==> src/rtl/ascon_perm_ctrl.sv <==
// Round sequencer for the iterative ASCON permutation datapath.
// It drives the state-register enable, the input-mux select and the round-constant index.
module ascon_perm_ctrl #(
    parameter int UNROLL = 1
) (
    input  logic       clock_i,
    input  logic       reset_i,
    input  logic       start_i,
    input  logic [1:0] nrounds_i,
    input  logic       abort_i,
    input  logic       res_ready_i,
    output logic       ready_o,
    output logic       busy_o,
    output logic       state_en_o,
    output logic       state_sel_o,
    output logic [3:0] round_o,
    output logic       res_valid_o
);

    if (UNROLL != 1 && UNROLL != 2) begin : gBadUnroll
        $error("ascon_perm_ctrl: UNROLL must be 1 or 2");
    end

    typedef enum logic [1:0] {
        IDLE,
        RUN,
        DONE
    } state_t;

    localparam logic [3:0] STEP      = 4'(UNROLL);
    localparam logic [3:0] LAST_CNT  = 4'd12;

    state_t     state_q, state_d;
    logic [3:0] roundCnt_q, roundCnt_d;
    logic       first_q, first_d;
    logic [3:0] nextCnt;

    // Shorter permutations start part-way into the 12-entry constant table.
    function automatic logic [3:0] startRound(input logic [1:0] nr);
        case (nr)
            2'b01:   startRound = 4'd4;
            2'b10:   startRound = 4'd6;
            default: startRound = 4'd0;
        endcase
    endfunction

    assign nextCnt = roundCnt_q + STEP;

    always_ff @(posedge clock_i) begin
        if (reset_i) begin
            state_q    <= IDLE;
            roundCnt_q <= 4'd0;
            first_q    <= 1'b0;
        end else begin
            state_q    <= state_d;
            roundCnt_q <= roundCnt_d;
            first_q    <= first_d;
        end
    end

    always_comb begin
        state_d    = state_q;
        roundCnt_d = roundCnt_q;
        first_d    = first_q;
        case (state_q)
            IDLE: begin
                if (start_i) begin
                    state_d    = RUN;
                    roundCnt_d = startRound(nrounds_i);
                    first_d    = 1'b1;
                end
            end
            RUN: begin
                roundCnt_d = nextCnt;
                first_d    = 1'b0;
                if (nextCnt == LAST_CNT) begin
                    state_d = DONE;
                end
            end
            DONE: begin
                if (res_ready_i) begin
                    if (start_i) begin
                        state_d    = RUN;
                        roundCnt_d = startRound(nrounds_i);
                        first_d    = 1'b1;
                    end else begin
                        state_d    = IDLE;
                        roundCnt_d = 4'd0;
                    end
                end
            end
            default: begin
                state_d    = IDLE;
                roundCnt_d = 4'd0;
                first_d    = 1'b0;
            end
        endcase
        if (abort_i) begin
            state_d    = IDLE;
            roundCnt_d = 4'd0;
            first_d    = 1'b0;
        end
    end

    // Abort must keep the state register frozen in the very cycle it is raised.
    assign state_en_o  = (state_q == RUN) && !abort_i;
    assign state_sel_o = (state_q == RUN) && first_q;
    assign round_o     = (state_q == RUN) ? roundCnt_q : 4'd0;
    assign res_valid_o = (state_q == DONE);
    assign busy_o      = (state_q != IDLE);
    assign ready_o     = (state_q == IDLE) || ((state_q == DONE) && res_ready_i);

endmodule

==> config.mk <==
export PLATFORM = sky130hd
export DESIGN_NAME = ascon_perm_ctrl
export DESIGN_NICKNAME = d
export VERILOG_FILES = /design/src/rtl/ascon_perm_ctrl.sv
export SDC_FILE = /design/constraint.sdc
export NUM_CORES = 1
export LEC_CHECK = 0
export ABC_CLOCK_PERIOD_IN_PS = 1300
export CORE_MARGIN = 2
export CORE_UTILIZATION = 40
export CTS_BUF_LIST = sky130_fd_sc_hd__clkbuf_8
export CTS_CLUSTER_SIZE = 40
export DETAILED_ROUTE_END_ITERATION = 10
export PLACE_DENSITY = 0.81
export SKIP_CTS_REPAIR_TIMING = 1
export SYNTH_ARGS = -nofsm -noshare
export SYNTH_HDL_FRONTEND = slang
export SYNTH_SLANG_ARGS = --single-unit
==> constraint.sdc <==
create_clock -name clock_i -period 1.3 [get_ports clock_i]
set_clock_uncertainty 0.2 [all_clocks]
set_input_delay 0.26 -clock clock_i [delete_from_list [all_inputs] [get_ports clock_i]]
set_output_delay 0.26 -clock clock_i [all_outputs]
set_load 0.01 [all_outputs]
==> results of run 1 <==
[cells in the mapped netlist, types with 2 or more instances]
master	count
a31oi_1	3
o21ai_0	2
inv_1	3
nor2_1	3
and2_1	6
nand3b_1	2
a21oi_1	3
nand2_1	2
a211oi_1	2
and2b_1	3
or2_2	2
nor3b_1	2
nand3_1	3
ha_1	3
dfxtp_1	7
nor3_1	2
[state kept, by name (all words and copies together), names as in the netlist]
name        count
state_q         2
roundCnt_q      4
first_q         1
[worst max path at each step]
| stage | cells past startpoint | slack [ns] | from | to |
|---|---|---|---|---|
| floorplan | 4 | -0.08 | roundCnt_q[0] | roundCnt_q[2] |
| global placement | 4 | -0.70 | res_ready_i | ready_o |
| detailed placement | 4 | -0.72 | res_ready_i | ready_o |
| CTS | 4 | -0.71 | res_ready_i | ready_o |
| global route | 4 | -0.37 | state_q[0] | round_o[0] |
| finish | 4 | -0.35 | state_q[0] | round_o[0] |
[power by group]
part / internal (uW) / switching, uW
sequential: 218 / 7.92
clock: 205 / 102
combinational: 89.2 / 70.0
[per-stage QoR]
stage / power (uW) / instances
floorplan: 283 / 64
global placement: 345 / 105
detailed placement: 348 / 105
CTS: 652 / 109
global route: 718 / 116
finish: 692 / 116
[cell families after synthesis]
logic type / count (synthesis) / share of synthesized area [%]
AO/OA/AOI/OAI: 16 / 21.2
XOR/XNOR: 1 / 1.68
adder cells (fa/ha/maj): 3 / 7.21
buffers and inverters: 5 / 3.84
flip-flops: 7 / 26.9
multiplexers: 1 / 1.92
AND/OR/NAND/NOR: 31 / 37.3
[area by class of cell]
class | count | area [um^2]
fill | 52 | 144
clock inverter | 1 | 3.75
tap | 14 | 17.5
multi-input combinational | 52 | 464
sequential | 7 | 153
inverter | 3 | 11.3
clock buffer | 3 | 41.3
timing repair buffer | 36 | 322
[critical path: cells and delay by family (launching register included)]
| family | cells | cell delay [ns] |
|---|---|---|
| AND/OR/NAND/NOR | 2 | 0.37 |
| flip-flops | 1 | 0.35 |
| buffers and inverters | 2 | 0.23 |
[layer usage]
| metal | up-vias | track usage [%] | share of wire (%) |
|---|---|---|---|
| met4 | 0 | 13.8 | 3.0 |
| met2 | 49 | 37.1 | 51 |
| met5 | - | 0 | 0 |
| met3 | 10 | 5.56 | 6.6 |
| li1 | 315 | - | - |
| met1 | 321 | 25.2 | 39 |
==> qor.yml, run 1 <==
final_area_um2: 1010
setup_slack_ns: -0.347
min_to: "state_q[1]"
cap_violations: 0
relSlewSlack_pct: 83.8
synth_nets: 74
min_path_type: "primary input to flip-flop"
setup_viol: 15
ioPinCount: 16
power.density_nw_per_um2: 684
synth-edff-count: 0
endpoint_kind: "primary output"
reg2regPathDepth: 6
viasPerCell: 5.99
hpwl_um: 1060
yosys.area.top_type_share_pct: 26.9
antenna_found_initial: 0
irDropWorstVdd_uv: 423
clkSinkCount: 7
drcViolationCount: 0
cts.clk_slew.worst_paths_ns: 0.04
grt_overflow_total: 0
crit_type: "flip-flop to primary output"
numPortBuffers: 15
tightestPinTransition_ns: 0.240
reg2reg_from: "state_q[0]"
cpMostUsedCell: "buf_6"
numCtsBuffers: 3
r2r-end: "roundCnt_q[2]"
max_clock_freq_ghz: 0.607
cts-root-buf: "clkbuf_8"
syn-instance-count: 64
syn_area_um2: 520
required_ns: 0.84
min-delay-start: "abort_i"
area_delta_synth_final_pct: 94.5
status: "finished, violations left"
leakage_uw: 0.000465
synth-async-reset-ratio_pct: 0
clock_path_buffers: 2
critPathSlowestCell: "dfxtp_4"
finalCriticalPeriod_ns: 1.65
cp.arrival_ns: 1.19
grt_first_pass_wirelength_um: 2280
wire_per_inst_um: 17.5
slowest_delay_ns: 0.35
die_area_um2: 1610
fp.dieW_um: 40.1
crit_path_start_kind: "flip-flop"
core-area_um2: 1160
synth_top_flop_cell: "dfxtp_1"
min_path_cells: 4
place_area_um2: 817
grt_pass1_vias: 542
vias: 695
fin_crit_sh_pct: 127
gp_congestion: 0.879
violations: "setup timing"
worstSkewPairLatency_ns: 0.23
dpl_worst_slack_ns: -0.715
slew_viol_final: 0
synth.yosys.seq_area_share_pct: 26.9
diodes: 0
avgSynthCellArea_um2: 8.13
yosys_warnings: 0
cts_tree: "yes"
r2r_slack_ns: -0.25
htreeDepth: 1
final_cell_mix: "13 x buf_4, 11 x buf_6, 5 x buf_2"
critPathMaxFanout: 4
synth_cell_types: 32
postLayoutCoreUtil_pct: 87.6
synth.largest_area_cell: "dfxtp_1"
final_nets: 113
path_cells: "and2b_2 > buf_6 > and2_4 > buf_6"
dieHeight_um: 40.1
drt-initial-drc-count: 39
grt_usage_pct: 22.3
initial_core_util_pct: 45.0
ant_nets: 0
synth_seq_cells: 7
dr.pass1.iters: 4
wl_um: 2030
finalSetupTns_ns: -3.58
rsz0062_at_grt: "yes"
whs_ns: 0.289
final-hold-violation-count: 0
post_route_cells_drive_above_1_share_pct: 54.9
synth_area_leaders: "dfxtp_1 27%, and2_1 7.2%, ha_1 7.2%"
grt_max_degree: 9
final_common_cell: "buf_4"
num_rows: 12
Power figures use the tool's default switching activity.
==> run 2: changes to the inputs <==
--- a/config.mk
+++ b/config.mk
@@ -6,12 +6,13 @@
 export NUM_CORES = 1
 export LEC_CHECK = 0
 export ABC_CLOCK_PERIOD_IN_PS = 1300
-export CORE_MARGIN = 2
-export CORE_UTILIZATION = 40
+export CAP_MARGIN = 20
+export CORE_AREA = 2 2 39 41
 export CTS_BUF_LIST = sky130_fd_sc_hd__clkbuf_8
 export CTS_CLUSTER_SIZE = 40
 export DETAILED_ROUTE_END_ITERATION = 10
-export PLACE_DENSITY = 0.81
+export DIE_AREA = 0 0 41 43
+export PLACE_DENSITY = 0.79
 export SKIP_CTS_REPAIR_TIMING = 1
 export SYNTH_ARGS = -nofsm -noshare
 export SYNTH_HDL_FRONTEND = slang
==> run 2 against run 1 <==
  * The flow still finishes with violations (setup timing)
  * Clock-buffer cell count stayed put
  * Worst setup slack improved by 0.00074 ns
  * Global-route usage decreased by 0.52 points
  * Maximum frequency is essentially flat
  * Sequential share of layout area down 0.48 points
  * Cell count unchanged
==> qor.yml, run 2 (synthesized netlist as in run 1, its figures left out) <==
status: "finished, violations left"
violations: "setup timing"
final_common_cell: "buf_4"
top_register: "roundCnt_q"
path_cells: "and2b_2 > buf_6 > and2_4 > buf_6"
numPortBuffers: 15
critPathSlowestCell: "dfxtp_2"
final_nets: 111
numCtsBuffers: 3
finalNonFillerCells: 116
largest_reg_flops: 4
combPwrFrac_pct: 22.1
top_regs: "roundCnt_q (4), state_q (2), first_q (1)"
clock_path_buffers: 2
ant_nets: 0
internal_power_uw: 511
die_area_um2: 1760
crit_path_start_kind: "flip-flop"
wl_um: 1950
clkSinkCount: 7
worstSkewPairLatency_ns: 0.24
setup_slack_ns: -0.346
pwr-share-clk_pct: 46.0
gp_congestion: 0.845
core-area_um2: 1380
finalCriticalPeriod_ns: 1.65
diodes: 0
place_area_um2: 840
power.switching_uw: 199
slowest_delay_ns: 0.32
final_cell_mix: "12 x buf_4, 6 x and2_1, 6 x buf_6"
fin_crit_sh_pct: 127
slew_viol_final: 0
fillers: 94
cp.arrival_ns: 1.19
crit_type: "flip-flop to primary output"
ioPinCount: 16
drt-initial-drc-count: 20
post_route_cells_drive_above_1_share_pct: 57.0
area_delta_synth_final_pct: 97.6
viasPerCell: 5.80
setup_viol: 16
swShare_pct: 28.0
grt_usage_pct: 21.8
power.density_nw_per_um2: 691
dpl_worst_slack_ns: -0.732
required_ns: 0.84
wire_per_inst_um: 16.8
max_clock_freq_ghz: 0.608
cts-root-buf: "clkbuf_8"
layout.area.seq_um2: 150
htreeDepth: 1
antenna_found_initial: 0
seqPwrFrac_pct: 32.0
hpwl_um: 1140
critPathMaxFanout: 5
drcViolationCount: 0
num_rows: 14
grt_max_degree: 10
r2r_slack_ns: -0.25
grt_overflow_total: 0
irDropWorstVdd_uv: 603
min_path_type: "primary input to flip-flop"
leakage_uw: 0.000479
fp.dieW_um: 41
rsz0062_at_grt: "yes"
tightestPinTransition_ns: 0.261
dieHeight_um: 43
whs_ns: 0.251
final-hold-violation-count: 0
dr.pass1.iters: 4
multiInputGateArea_um2: 507
dp.cells: 108
relSlewSlack_pct: 82.6
grt_pass1_vias: 585
vias: 673
initial_core_util_pct: 37.6
cap_violations: 0
final_area_um2: 1030
cts_tree: "yes"
cpMostUsedCell: "buf_6"
endpoint_kind: "primary output"
cts.clk_slew.worst_paths_ns: 0.05
grt_first_pass_wirelength_um: 2580
run 2: changes by cell type in the layout (fill, tap and decap cells not counted), moves of 2 or more:
cell      previous run  this run
nor3b_2              0         2
buf_6               11         6
and2_4               3         1
and2_1               4         6
clkbuf_2             1         4
run 2: worst paths after layout:
path                                     from            end  depth (start not counted)
worst max-delay path               state_q[1]     round_o[3]                          4
worst min register to register  roundCnt_q[3]  roundCnt_q[3]                          2
worst min-delay path                  abort_i     state_q[1]                          4
worst max register to register     state_q[1]  roundCnt_q[2]                          5
run 2: through the flow:
step | util [%] | total power [uW] | setup TNS, ns
6_report | 74.3 | 710 | -3.18
5_1_grt | 74.3 | 728 | -3.59
4_1_cts | 63.9 | 680 | -7.18
3_5_place_dp | 60.7 | 353 | -6.61
3_3_place_gp | 60.7 | 349 | -6.38
2_1_floorplan | - | 283 | -0.133
run 2: layer usage:
layer  global-route usage, %  vias to the layer above  part of all wire (%)
met5                       0                        -                     0
met4                    12.0                        0                   1.5
li1                        -                      306                     -
met2                    33.8                       31                    52
met1                    26.3                      334                    41
met3                    4.71                        2                   5.5
run 2: final cells by class:
| type | instances | share of cell area [%] |
|---|---|---|
| tap | 16 | 1.95 |
| inverter | 3 | 1.09 |
| sequential | 7 | 14.6 |
| timing repair buffer | 34 | 28.7 |
| clock inverter | 1 | 0.365 |
| clock buffer | 3 | 4.01 |
| multi-input combinational | 52 | 49.3 |
run 2: power groups by stage:
stage               logic (uW)  clock network (uW)  registers [uW]
floorplan                 50.9                   0             232
global placement           118                   0             231
detailed placement         122                   0             231
CTS                        124                 328             227
global route               167                 333             227
finish                     157                 327             227
run 2: critical path, delay by kind of cell, from the launching register on:
family / cells / cell delay [ns]
buffers and inverters: 2 / 0.23
flip-flops: 1 / 0.32
AND/OR/NAND/NOR: 2 / 0.39
